$ cat config.mk
export PLATFORM = sky130hd
export DESIGN_NAME = logic_sweep_unit
export DESIGN_NICKNAME = d
export VERILOG_FILES = /design/src/rtl/logic_sweep_unit.sv
export SDC_FILE = /design/constraint.sdc
export NUM_CORES = 1
export LEC_CHECK = 0
export BUFFER_PORTS_ARGS = -buffer_cell sky130_fd_sc_hd__buf_2
export CAP_MARGIN = 20
export CORE_MARGIN = 2
export CORE_UTILIZATION = 35
export CTS_CLUSTER_DIAMETER = 200
export CTS_CLUSTER_SIZE = 28
export DETAILED_ROUTE_END_ITERATION = 7
export GPL_ROUTABILITY_DRIVEN = 0
export PLACE_DENSITY_LB_ADDON = 0.05
export SLEW_MARGIN = 40
export SYNTH_ARGS = -nofsm -noshare
export SYNTH_HDL_FRONTEND = slang
export SYNTH_SLANG_ARGS = --single-unit
$ cat constraint.sdc
create_clock -name clk -period 2.7 [get_ports clk]
set_clock_uncertainty 0.15 [all_clocks]
set_input_delay 0.675 -clock clk [delete_from_list [all_inputs] [get_ports clk]]
set_output_delay 0.675 -clock clk [all_outputs]
set_load 0.03 [all_outputs]
$ cat src/rtl/logic_sweep_unit.sv
// -----------------------------------------------------------------------------
// logic_sweep_unit
//
// Bitwise logic unit with two ways to produce result beats:
//   * single operation: one {in_a, in_b, op} request gives one result beat
//     one cycle later.
//   * truth-table sweep: sweep_start latches op. The unit then emits every
//     {A,B} combination, from 0 to all-ones, as one beat each.
// The result register uses a valid/ready handshake. While the consumer stalls,
// the register holds its beat stable.
//
// Ports
//   clk, rst_n        clock, asynchronous active-low reset
//   in_valid/in_ready single-operation request handshake
//   in_a, in_b        operands (WIDTH bits)
//   op                operation select: 0 AND, 1 OR, 2 XOR, 3 NAND, 4 NOR,
//                     5 XNOR, 6 NOT A, 7 pass A
//   sweep_start       request an exhaustive sweep of op
//   out_valid/out_ready result beat handshake
//   out_a, out_b, out_op, out_y  contents of the current beat
//   busy              high while a sweep is in progress
//   sweep_done        one-cycle pulse after the final sweep beat is accepted
// -----------------------------------------------------------------------------
module logic_sweep_unit #(
  parameter int WIDTH = 4
) (
  input  logic             clk,
  input  logic             rst_n,
  input  logic             in_valid,
  output logic             in_ready,
  input  logic [WIDTH-1:0] in_a,
  input  logic [WIDTH-1:0] in_b,
  input  logic [2:0]       op,
  input  logic             sweep_start,
  output logic             out_valid,
  input  logic             out_ready,
  output logic [WIDTH-1:0] out_a,
  output logic [WIDTH-1:0] out_b,
  output logic [2:0]       out_op,
  output logic [WIDTH-1:0] out_y,
  output logic             busy,
  output logic             sweep_done
);

  localparam int CW = 2 * WIDTH;

  typedef enum logic {IDLE, SWEEP} state_t;

  state_t          state, state_next;
  logic [CW-1:0]   cnt;        // {A,B} of the beat currently in the output register
  logic [CW-1:0]   cnt_next;
  logic            free;
  logic            sweep_accept;
  logic            single_accept;
  logic            beat_taken;
  logic            last_beat;

  function automatic logic [WIDTH-1:0] logic_op(input logic [2:0] sel,
                                                input logic [WIDTH-1:0] a,
                                                input logic [WIDTH-1:0] b);
    logic [WIDTH-1:0] y;
    case (sel)
      3'd0:    y = a & b;
      3'd1:    y = a | b;
      3'd2:    y = a ^ b;
      3'd3:    y = ~(a & b);
      3'd4:    y = ~(a | b);
      3'd5:    y = ~(a ^ b);
      3'd6:    y = ~a;
      default: y = a;
    endcase
    return y;
  endfunction

  assign free          = !out_valid || out_ready;
  assign busy          = (state == SWEEP);
  assign in_ready      = (state == IDLE) && !sweep_start && free;
  // A sweep request wins over a same-cycle single request because it drives in_ready low.
  assign sweep_accept  = (state == IDLE) && sweep_start && free;
  assign single_accept = in_valid && in_ready;
  assign beat_taken    = out_valid && out_ready;
  assign last_beat     = (cnt == {CW{1'b1}});
  assign cnt_next      = cnt + 1'b1;

  // NOTE: every variable assigned in an always_comb block gets a default first. Otherwise a missed branch infers a latch.
  always_comb begin
    state_next = state;
    case (state)
      IDLE:    if (sweep_accept) state_next = SWEEP;
      SWEEP:   if (beat_taken && last_beat) state_next = IDLE;
      default: state_next = IDLE;
    endcase
  end

  // NOTE: sequential state uses non-blocking assignments. All registers then update together from the values present before the edge.
  always_ff @(posedge clk or negedge rst_n) begin
    if (!rst_n) state <= IDLE;
    else        state <= state_next;
  end

  // Output register and sweep counter. During a sweep, out_op keeps the latched
  // op, so later changes on the op input have no effect.
  always_ff @(posedge clk or negedge rst_n) begin
    if (!rst_n) begin
      cnt        <= '0;
      out_valid  <= 1'b0;
      out_a      <= '0;
      out_b      <= '0;
      out_op     <= '0;
      out_y      <= '0;
      sweep_done <= 1'b0;
    end else begin
      sweep_done <= 1'b0;
      if (sweep_accept) begin
        cnt       <= '0;
        out_valid <= 1'b1;
        out_a     <= '0;
        out_b     <= '0;
        out_op    <= op;
        out_y     <= logic_op(op, '0, '0);
      end else if (single_accept) begin
        out_valid <= 1'b1;
        out_a     <= in_a;
        out_b     <= in_b;
        out_op    <= op;
        out_y     <= logic_op(op, in_a, in_b);
      end else if (state == SWEEP && beat_taken) begin
        if (last_beat) begin
          cnt        <= '0;
          out_valid  <= 1'b0;
          sweep_done <= 1'b1;
        end else begin
          cnt   <= cnt_next;
          out_a <= cnt_next[CW-1:WIDTH];
          out_b <= cnt_next[WIDTH-1:0];
          out_y <= logic_op(out_op, cnt_next[CW-1:WIDTH], cnt_next[WIDTH-1:0]);
        end
      end else if (beat_taken) begin
        out_valid <= 1'b0;
      end
    end
  end

endmodule

# --- Yosys cells after proc, flatten, opt, wreduce, memory -nomap -nowiden ---
# Index checks and enable logic that the tools add are counted.
totals:
  ff_bits: 26
  inputBits: 16
  out_inout_bits: 19
  word_cells: 94
classes:
  n_addsub: 1
  eq_ne: 16
  n_mux: 33
  bitwise_logic: 15
  reduce_logical: 21
op_table:
  columns: ["cell", "n"]
  rows:
  - ["$pmux 4 s7", 2]
  - ["$mux 4", 13]
  - ["$mux 8", 4]
  - ["$not 4->4", 8]
  - ["$eq 3x3->1 const B", 6]
  - ["$eq 3x2->1 const B", 4]
  - ["$mux 1", 11]
  - ["$add 8x1->8 const B", 1]
  - ["$and 4x4->4", 2]
  - ["$eq 8x8->1 const B", 1]
  - ["$logic_and 1x1->1", 8]
  - ["$or 4x4->4", 2]
  - ["$xor 4x4->4", 2]
  - ["$eq 3x1->1 const B", 2]
  - ["$logic_not 3->1", 2]
  - ["$mux 3", 2]
  - ["$reduce_and 2->1", 3]
  - ["$ne 4x4->1 const B", 1]
  - ["$reduce_bool 2->1", 2]
  - ["$reduce_bool 4->1", 1]
  - ["$reduce_or 4->1", 1]
  - ["$ne 3x3->1 const B", 1]
  - ["$reduce_bool 3->1", 1]
  - ["$logic_not 1->1", 2]
  - ["other kinds (4)", 4]

# --- Longest topological paths before layout ---
# Gate-level depths: netlist (run 1).
depth:
  depth_word: 8
  mapped_depth: 11
  depth_no_buf: 11

# --- Worst setup path after synthesis (run 1) ---
# No wires, ideal clock.
synth_timing:
  path_type: "in2reg"
  from: "input port out_ready"
  to: "register out_y[0]"
  setup_ns: 0.077
  arrival_time_ns: 2.378
  required_ns: 2.473
  setup_slack_ns: 0.094
  cell_stages: 7
  path_buffers: 1
  cell_sequence: "nor2b_1 nor3_1 and2_1 clkbuf_1 o21ai_0 o21ba_2 a21oi_1"
synth_between:
  elab_chain_cells: 5
  word_cells_on_any_way: 11
synth_rtl:
  columns: ["element", "line", "rtl"]
  rows:
  - ["start, declared", "36", "input logic out_ready,"]
  - ["$logic_or 1x1->1 *", "75", "assign free = !out_valid || out_ready;"]
  - ["$logic_and 1x1->1 *", "77", "assign in_ready = (state == IDLE) && !sweep_start && free;"]
  - ["via in_ready", "30", "output logic in_ready,"]
  - ["$logic_and 1x1->1 *", "80", "assign single_accept = in_valid && in_ready;"]
  - ["$ne 3x3->1 (no line) (tied with other cells)", null, null]
  - ["$reduce_and 2->1 (no line) or $mux 4 (tied branches)", null, null]
  - ["end signal, assigned", "120", "out_y <= logic_op(op, '0, '0);"]
  - ["end signal, assigned", "126", "out_y <= logic_op(op, in_a, in_b);"]
  - ["end signal, assigned", "136", "out_y <= logic_op(out_op, cnt_next[CW-1:WIDTH], cnt_next[WIDTH-1:0]);"]
  - ["end, declared", "40", "output logic [WIDTH-1:0] out_y,"]
# Mark *: on every way through the listed nets, which the timed path passes. The rest lies on a longest branch.
# A chain may end at the register's enable or synchronous reset.

# --- Final worst setup path (run 1) ---
layout_timing:
  from: "register cnt[0]"
  to: "register out_y[0]"
layout_between:
  elab_chain_cells: 8
  word_cells_on_any_way: 16
layout_rtl:
  columns: ["element", "line", "rtl"]
  rows:
  - ["start, declared", "50", "logic [CW-1:0] cnt;"]
  - ["start signal, assigned", "133", "cnt <= cnt_next;"]
  - ["$add 8x1->8", "83", "assign cnt_next = cnt + 1'b1;"]
  - ["$xor 4x4->4 (tied with other cells)", "65, 68", null]
  - ["$not 4->4 (on tied branches)", "68, 66, 67", null]
  - ["$pmux 4 s7", "62", "case (sel)"]
  - ["$mux 4", "128", "if (last_beat) begin"]
  - ["$mux 4", "127", "end else if (state == SWEEP && beat_taken) begin"]
  - ["$mux 4", "121", "end else if (single_accept) begin"]
  - ["$mux 4", "114", "if (sweep_accept) begin"]
# Several ways; a longest one is shown, not always the timed one. The select of a mux whose other input is x is not followed.

==> results of run 1 <==
-- power groups by stage --
stage	combinational (W)	clock [W]	sequential [W]
after CTS	0.00125	0.000342	0.000705
after detailed placement	0.00124	0	0.000713
after global placement	0.00123	0	0.000718
after global routing	0.00138	0.000359	0.000732
final	0.00124	0.000331	0.000706
after floorplan	0.000718	0	0.000872
-- registers in the layout, summed over array words and instances, names as in the netlist --
signal,flops
busy,1
cnt,8
out_a,4
out_b,4
out_op,3
out_valid,1
out_y,4
sweep_done,1
-- logic make-up (layout without fill, tap and decap cells) --
logic type | Yosys count | after routing | synth area share
compound gates | 93 | 93 | 0.277
mux | 5 | 5 | 0.0305
flops | 26 | 26 | 0.311
xor+xnor | 8 | 8 | 0.0335
fa+ha+maj | 10 | 10 | 0.0598
buf+inv | 36 | 62 | 0.0706
simple gates | 97 | 97 | 0.218
-- metrics by stage --
step / area, sq um / setup slack [ns] / cells
floorplan: 2090 / 0.0942 / 275
global placement: 2320 / 0.207 / 372
detailed placement: 2320 / 0.215 / 372
CTS: 2400 / 0.194 / 376
global route: 2400 / 0.0488 / 376
finish: 2400 / 0.277 / 376
-- cell type report --
| type | count | share of cell area |
|---|---|---|
| Inverter | 17 | 0.0265 |
| Sequential cell | 26 | 0.271 |
| Clock inverter | 1 | 0.0125 |
| Clock buffer | 3 | 0.0172 |
| Multi-Input combinational cell | 213 | 0.541 |
| Tap cell | 75 | 0.0390 |
| Timing Repair Buffer | 41 | 0.0927 |
-- metal layers --
metal,vias to the layer above,GRT usage,share of wire
li1,1028,-,-
met1,944,0.276,0.52
met2,39,0.284,0.43
met3,4,0.0200,0.038
met4,0,0.0407,0.0067
met5,-,0,0
-- repair_timing --
| item | in CTS | in global routing |
|---|---|---|
| setup endpoints to repair | 0 | 1 |
| setup buffers | 0 | 0 |
| gates resized for setup | 0 | 1 |
-- worst max-delay path, delay by kind of cell (launching register included) --
family	cells	cell delay [ns]
flip-flops	1	0.47
adder cells (fa/ha/maj)	2	0.60
AND/OR/NAND/NOR	1	0.10
XOR/XNOR	1	0.20
AO/OA/AOI/OAI	4	0.70
buffers and inverters	1	0.11
-- path summary, 6_finish.rpt --
path | cells past startpoint | to | slack, ns | from
worst max-delay path | 9 | out_y[0] | 0.28 | cnt[0]
worst min-delay path | 1 | out_a[1] | 0.26 | rst_n
worst max register to register | 9 | out_y[0] | 0.28 | cnt[0]
worst min register to register | 2 | out_a[1] | 0.36 | out_a[1]
max in group asynchronous | 1 | cnt[4] | 1.72 | rst_n
min in group clk | 2 | out_a[1] | 0.36 | out_a[1]
-- cells in the final DEF (no fill, tap or decap), drive strengths merged, types with 2 or more instances in the layout --
cell,netlist,routed
ha,10,10
o21ai,31,31
buf,5,41
o31ai,3,3
a21oi,25,25
xnor2,4,4
nor3,5,5
nand3b,2,2
o211ai,2,2
xor2,4,4
inv,17,17
dfrtp,26,26
a211oi,4,4
nor2,32,32
mux2i,3,3
nor3b,3,3
nand3,9,9
and2,3,3
o32a,2,2
o22ai,2,2
or2,2,2
o2111ai,2,2
o21a,2,2
a221oi,2,2
a31oi,7,7
clkbuf,14,3
a22o,2,2
nand2,26,26
a2111oi,2,2
or3,2,2
and3,4,4
nand2b,3,3
nor2b,3,3
==> impl_metrics.ini, run 1 <==
[drt]
drt-total-wl_um = 5680
vias_per_cell = 5.36
first_pass_iters = 4
drt_iter0_markers = 98
drt-wirelength-per-cell_um = 15.1
drc_errors = 0
ant_nets = 0
num_vias = 2015

[yosys]
ys.flop_type = dfrtp_1
ys_ff_latch = 26
synth_top_area_frac = 0.311
syn_nets = 301
ys_seq_area_frac = 0.311
yosys.cell_count.top_type = nor2_1
netlist_area_sq_um = 2090
synth-async-reset-ratio = 1.00
synthCells = 275
synth_cell_type_count = 47
synth_common_cells = nor2_1 (32), o21ai_0 (31), dfrtp_1 (26), nand2_1 (26), a21oi_1 (25)
ys_warn_count = 0
syn_area_per_cell_sq_um = 7.61
synthTopCellsByArea = dfrtp_1 (31%), o21ai_0 (7.4%), a21oi_1 (6.0%), ha_1 (6.0%), nor2_1 (5.7%)
synth_edf_count = 0
yosysTopAreaCell = dfrtp_1

[sta]
maxSlewHeadroom = 0.553
final_hold_viol_count = 0
rsz0062_at_grt = false
slew_viol_final = 0
tns_ns = 0
setup_viol = 0
timing.fmax_ghz = 0.413
max_slew.worst_pin.slew_ns = 0.670
fin_crit_ns = 2.42
whs_ns = 0.260
post-route-period-util = 0.897

[critical_path]
end_kind = flip-flop
worstPathMaxFanout = 7
cp_slowest_stage_delay_ns = 0.47
critPathArrivalTime_ns = 2.44
cp-start-kind = flip-flop
crit_slowest_cell = dfrtp_1
critical_path.cell_chain = ha_2 -> nand3_1 -> xor2_1 -> inv_1 -> ha_1 -> o32ai_1 -> a21oi_1 -> o31ai_1 -> a21oi_1
crit_path_frequent_cell = a21oi_1
crit_required_ns = 2.71
crit_type = reg -> reg

[power]
internal_power_w = 0.00119
vdd_ir_drop_max_uv = 598
switching_share = 0.477
power.density_nw_per_um2 = 948
p_clk_frac = 0.145
total_switching_power_w = 0.00109
total_power_w = 0.00228
p_comb_frac = 0.545
p_seq_frac = 0.310
p_leak_nw = 1.06

[floorplan]
core_area_sq_um = 5850
fp.dieW_um = 81.3
io_pins = 35
initial_core_util = 0.358
std_cell_rows = 28
dieHeight_um = 81.3
dieArea_sq_um = 6610

[placement]
port_buffers = 34
dpl.hpwl_um = 4180

[final_layout]
final_core_utilization = 0.411
syn2layout_area_growth_pct = 14.9
ff_latch_area_sq_um = 651
num-nets-final = 328
drive_gt1_frac = 0.179
multi_input_area_sq_um = 1300
fillers = 606
antenna_cells = 0

[hold_path]
hold_path.class = in -> async

[clocking]
cts_buffer_depth = 2
cts.sinks = 26
path_clk_slew_ns = 0.10
postCtsHoldBufs = 0
insertion_delay_ns = 0.27
tritoncts = yes
root_buffer = clkbuf_8
htreeDepth = 1
cts_inserted_buffers = 3

[job]
drv_cap = 0

[grt]
grt_pass1_vias = 1850
grt_pass1_wl_um = 9420
grt_max_degree = 27
gr-total-overflow = 0
antenna_found_initial = 0
groute.usage.overall = 0.184

[run_status]
status = finished clean
Power figures use the tool's default switching activity.
==> run 2, diff against run 1 <==
Settings changed: CORE_UTILIZATION 35 to 45, GPL_ROUTABILITY_DRIVEN 0 to unset.
==> impl_metrics.ini, run 2 (synthesized netlist as in run 1, its figures left out) <==
[sta]
max_slew.worst_pin.slew_ns = 0.644
post-route-period-util = 0.904
tns_ns = 0
layout_setup_ws_ns = 0.258
maxSlewHeadroom = 0.571
final_hold_viol_count = 0
timing.fmax_ghz = 0.410
rsz0062_at_grt = false
slew_viol_final = 0
fin_crit_ns = 2.44
setup_viol = 0

[power]
p_leak_nw = 1.04
internal_power_w = 0.00111
switching_share = 0.489
p_seq_frac = 0.338
total_switching_power_w = 0.00107
vdd_ir_drop_max_uv = 529
p_comb_frac = 0.544
power.density_nw_per_um2 = 932
p_clk_frac = 0.118

[hold_path]
hold_path.class = in -> async

[clocking]
cts-resized-gates = 0
path_clk_slew_ns = 0.09
tritoncts = yes
insertion_delay_ns = 0.28
cts_buffer_depth = 2
postCtsHoldBufs = 0
root_buffer = clkbuf_8
htreeDepth = 1
cts_setup_buffers = 0
cts_inserted_buffers = 3
cts.sinks = 26

[final_layout]
fillers = 445
syn2layout_area_growth_pct = 11.7
num-nets-final = 325
ff_latch_area_sq_um = 651
multi_input_area_sq_um = 1300
max_flop_register = cnt
antenna_cells = 0
largest_reg_flops = 8
layout_commonest_cell = buf_2
drive_gt1_frac = 0.171
layout_common_cells = buf_2 (34), nor2_1 (32), o21ai_0 (31)

[critical_path]
cp-startpoint = cnt[0]
cp_slowest_stage_delay_ns = 0.45
crit_required_ns = 2.72
crit_type = reg -> reg
crit_slowest_cell = dfrtp_1
path_delay_family = compound AO/OA/AOI/OAI gates
crit_path_frequent_cell = a21oi_1
worstReg2RegStart = cnt[0]
end_kind = flip-flop
worstPathMaxFanout = 7
worst-path-buf-inv = 1
critical_path.cell_chain = ha_2 -> nand3_1 -> xor2_1 -> inv_1 -> ha_1 -> o32ai_1 -> a21oi_1 -> o31ai_1 -> a21oi_1
cp-start-kind = flip-flop
critPathArrivalTime_ns = 2.46

[grt]
grt_pass1_wl_um = 8960
groute.usage.overall = 0.216
grt_max_degree = 27
antenna_found_initial = 0
grt_pass1_vias = 1853
gr-total-overflow = 0

[floorplan]
io_pins = 35
fp.dieW_um = 72.2
initial_core_util = 0.474
dieArea_sq_um = 5210
core_area_sq_um = 4410
dieHeight_um = 72.2
std_cell_rows = 24

[placement]
place_ws_ns = 0.242
dpl.hpwl_um = 3890
gp_congestion = 0.855
port_buffers = 34

[drt]
vias_per_cell = 5.80
num_vias = 2031
drt-wirelength-per-cell_um = 15.0
drt_iter0_markers = 102
drc_errors = 0
ant_nets = 0
drt-total-wl_um = 5260
first_pass_iters = 4

[run_status]
status = finished clean

[job]
drv_cap = 0
run 2: area by class of cell:
class                           instances  share of cell area
Clock buffer                            4              0.0236
Inverter                               17              0.0273
Multi-Input combinational cell        213               0.557
Sequential cell                        26               0.279
Tap cell                               52              0.0279
Timing Repair Buffer                   38              0.0857
run 2: worst register-to-register path, stage by stage (launching register included):
cell     delay (ns)
dfrtp_1        0.45
ha_2           0.27
nand3_1        0.10
xor2_1         0.27
inv_1          0.13
ha_1           0.30
o32ai_1        0.23
a21oi_1        0.07
o31ai_1        0.25
a21oi_1        0.10
run 2: metrics by stage:
stage | cell area [sq um] | util | hold slack, ns | total power [W] | instances
final | 2340 | 0.529 | 0.236 | 0.00218 | 350
after global routing | 2340 | 0.529 | 0.299 | 0.00236 | 350
after CTS | 2330 | 0.529 | 0.260 | 0.00219 | 350
after detailed placement | 2280 | 0.516 | 0.341 | 0.00193 | 346
after global placement | 2270 | 0.515 | 0.324 | 0.00191 | 346
after floorplan | 2090 | - | 0.229 | 0.00159 | 275
run 2: final timing paths:
kind | endpoint | depth (start not counted) | slack [ns]
setup / recovery | out_y[0] | 9 | 0.26
setup reg to reg | out_y[0] | 9 | 0.26
hold / removal | out_op[2] | 1 | 0.24
max in group asynchronous | cnt[2] | 1 | 1.78
min in group clk | out_y[1] | 1 | 0.36
hold reg to reg | out_y[1] | 1 | 0.36
run 2: layer usage:
metal,up-vias,track usage,share of wire
met2,42,0.345,0.45
met1,959,0.312,0.50
met5,-,0,0
met4,0,0.0335,0.0059
li1,1026,-,-
met3,4,0.0403,0.045
run 2: power groups by stage:
stage / clock [W] / sequential [W] / combinational [W]
2_1_floorplan: 0 / 0.000872 / 0.000718
3_3_place_gp: 0 / 0.000739 / 0.00117
3_5_place_dp: 0 / 0.000743 / 0.00118
4_1_cts: 0.000263 / 0.000738 / 0.00119
5_1_grt: 0.000282 / 0.000765 / 0.00132
6_report: 0.000257 / 0.000736 / 0.00118
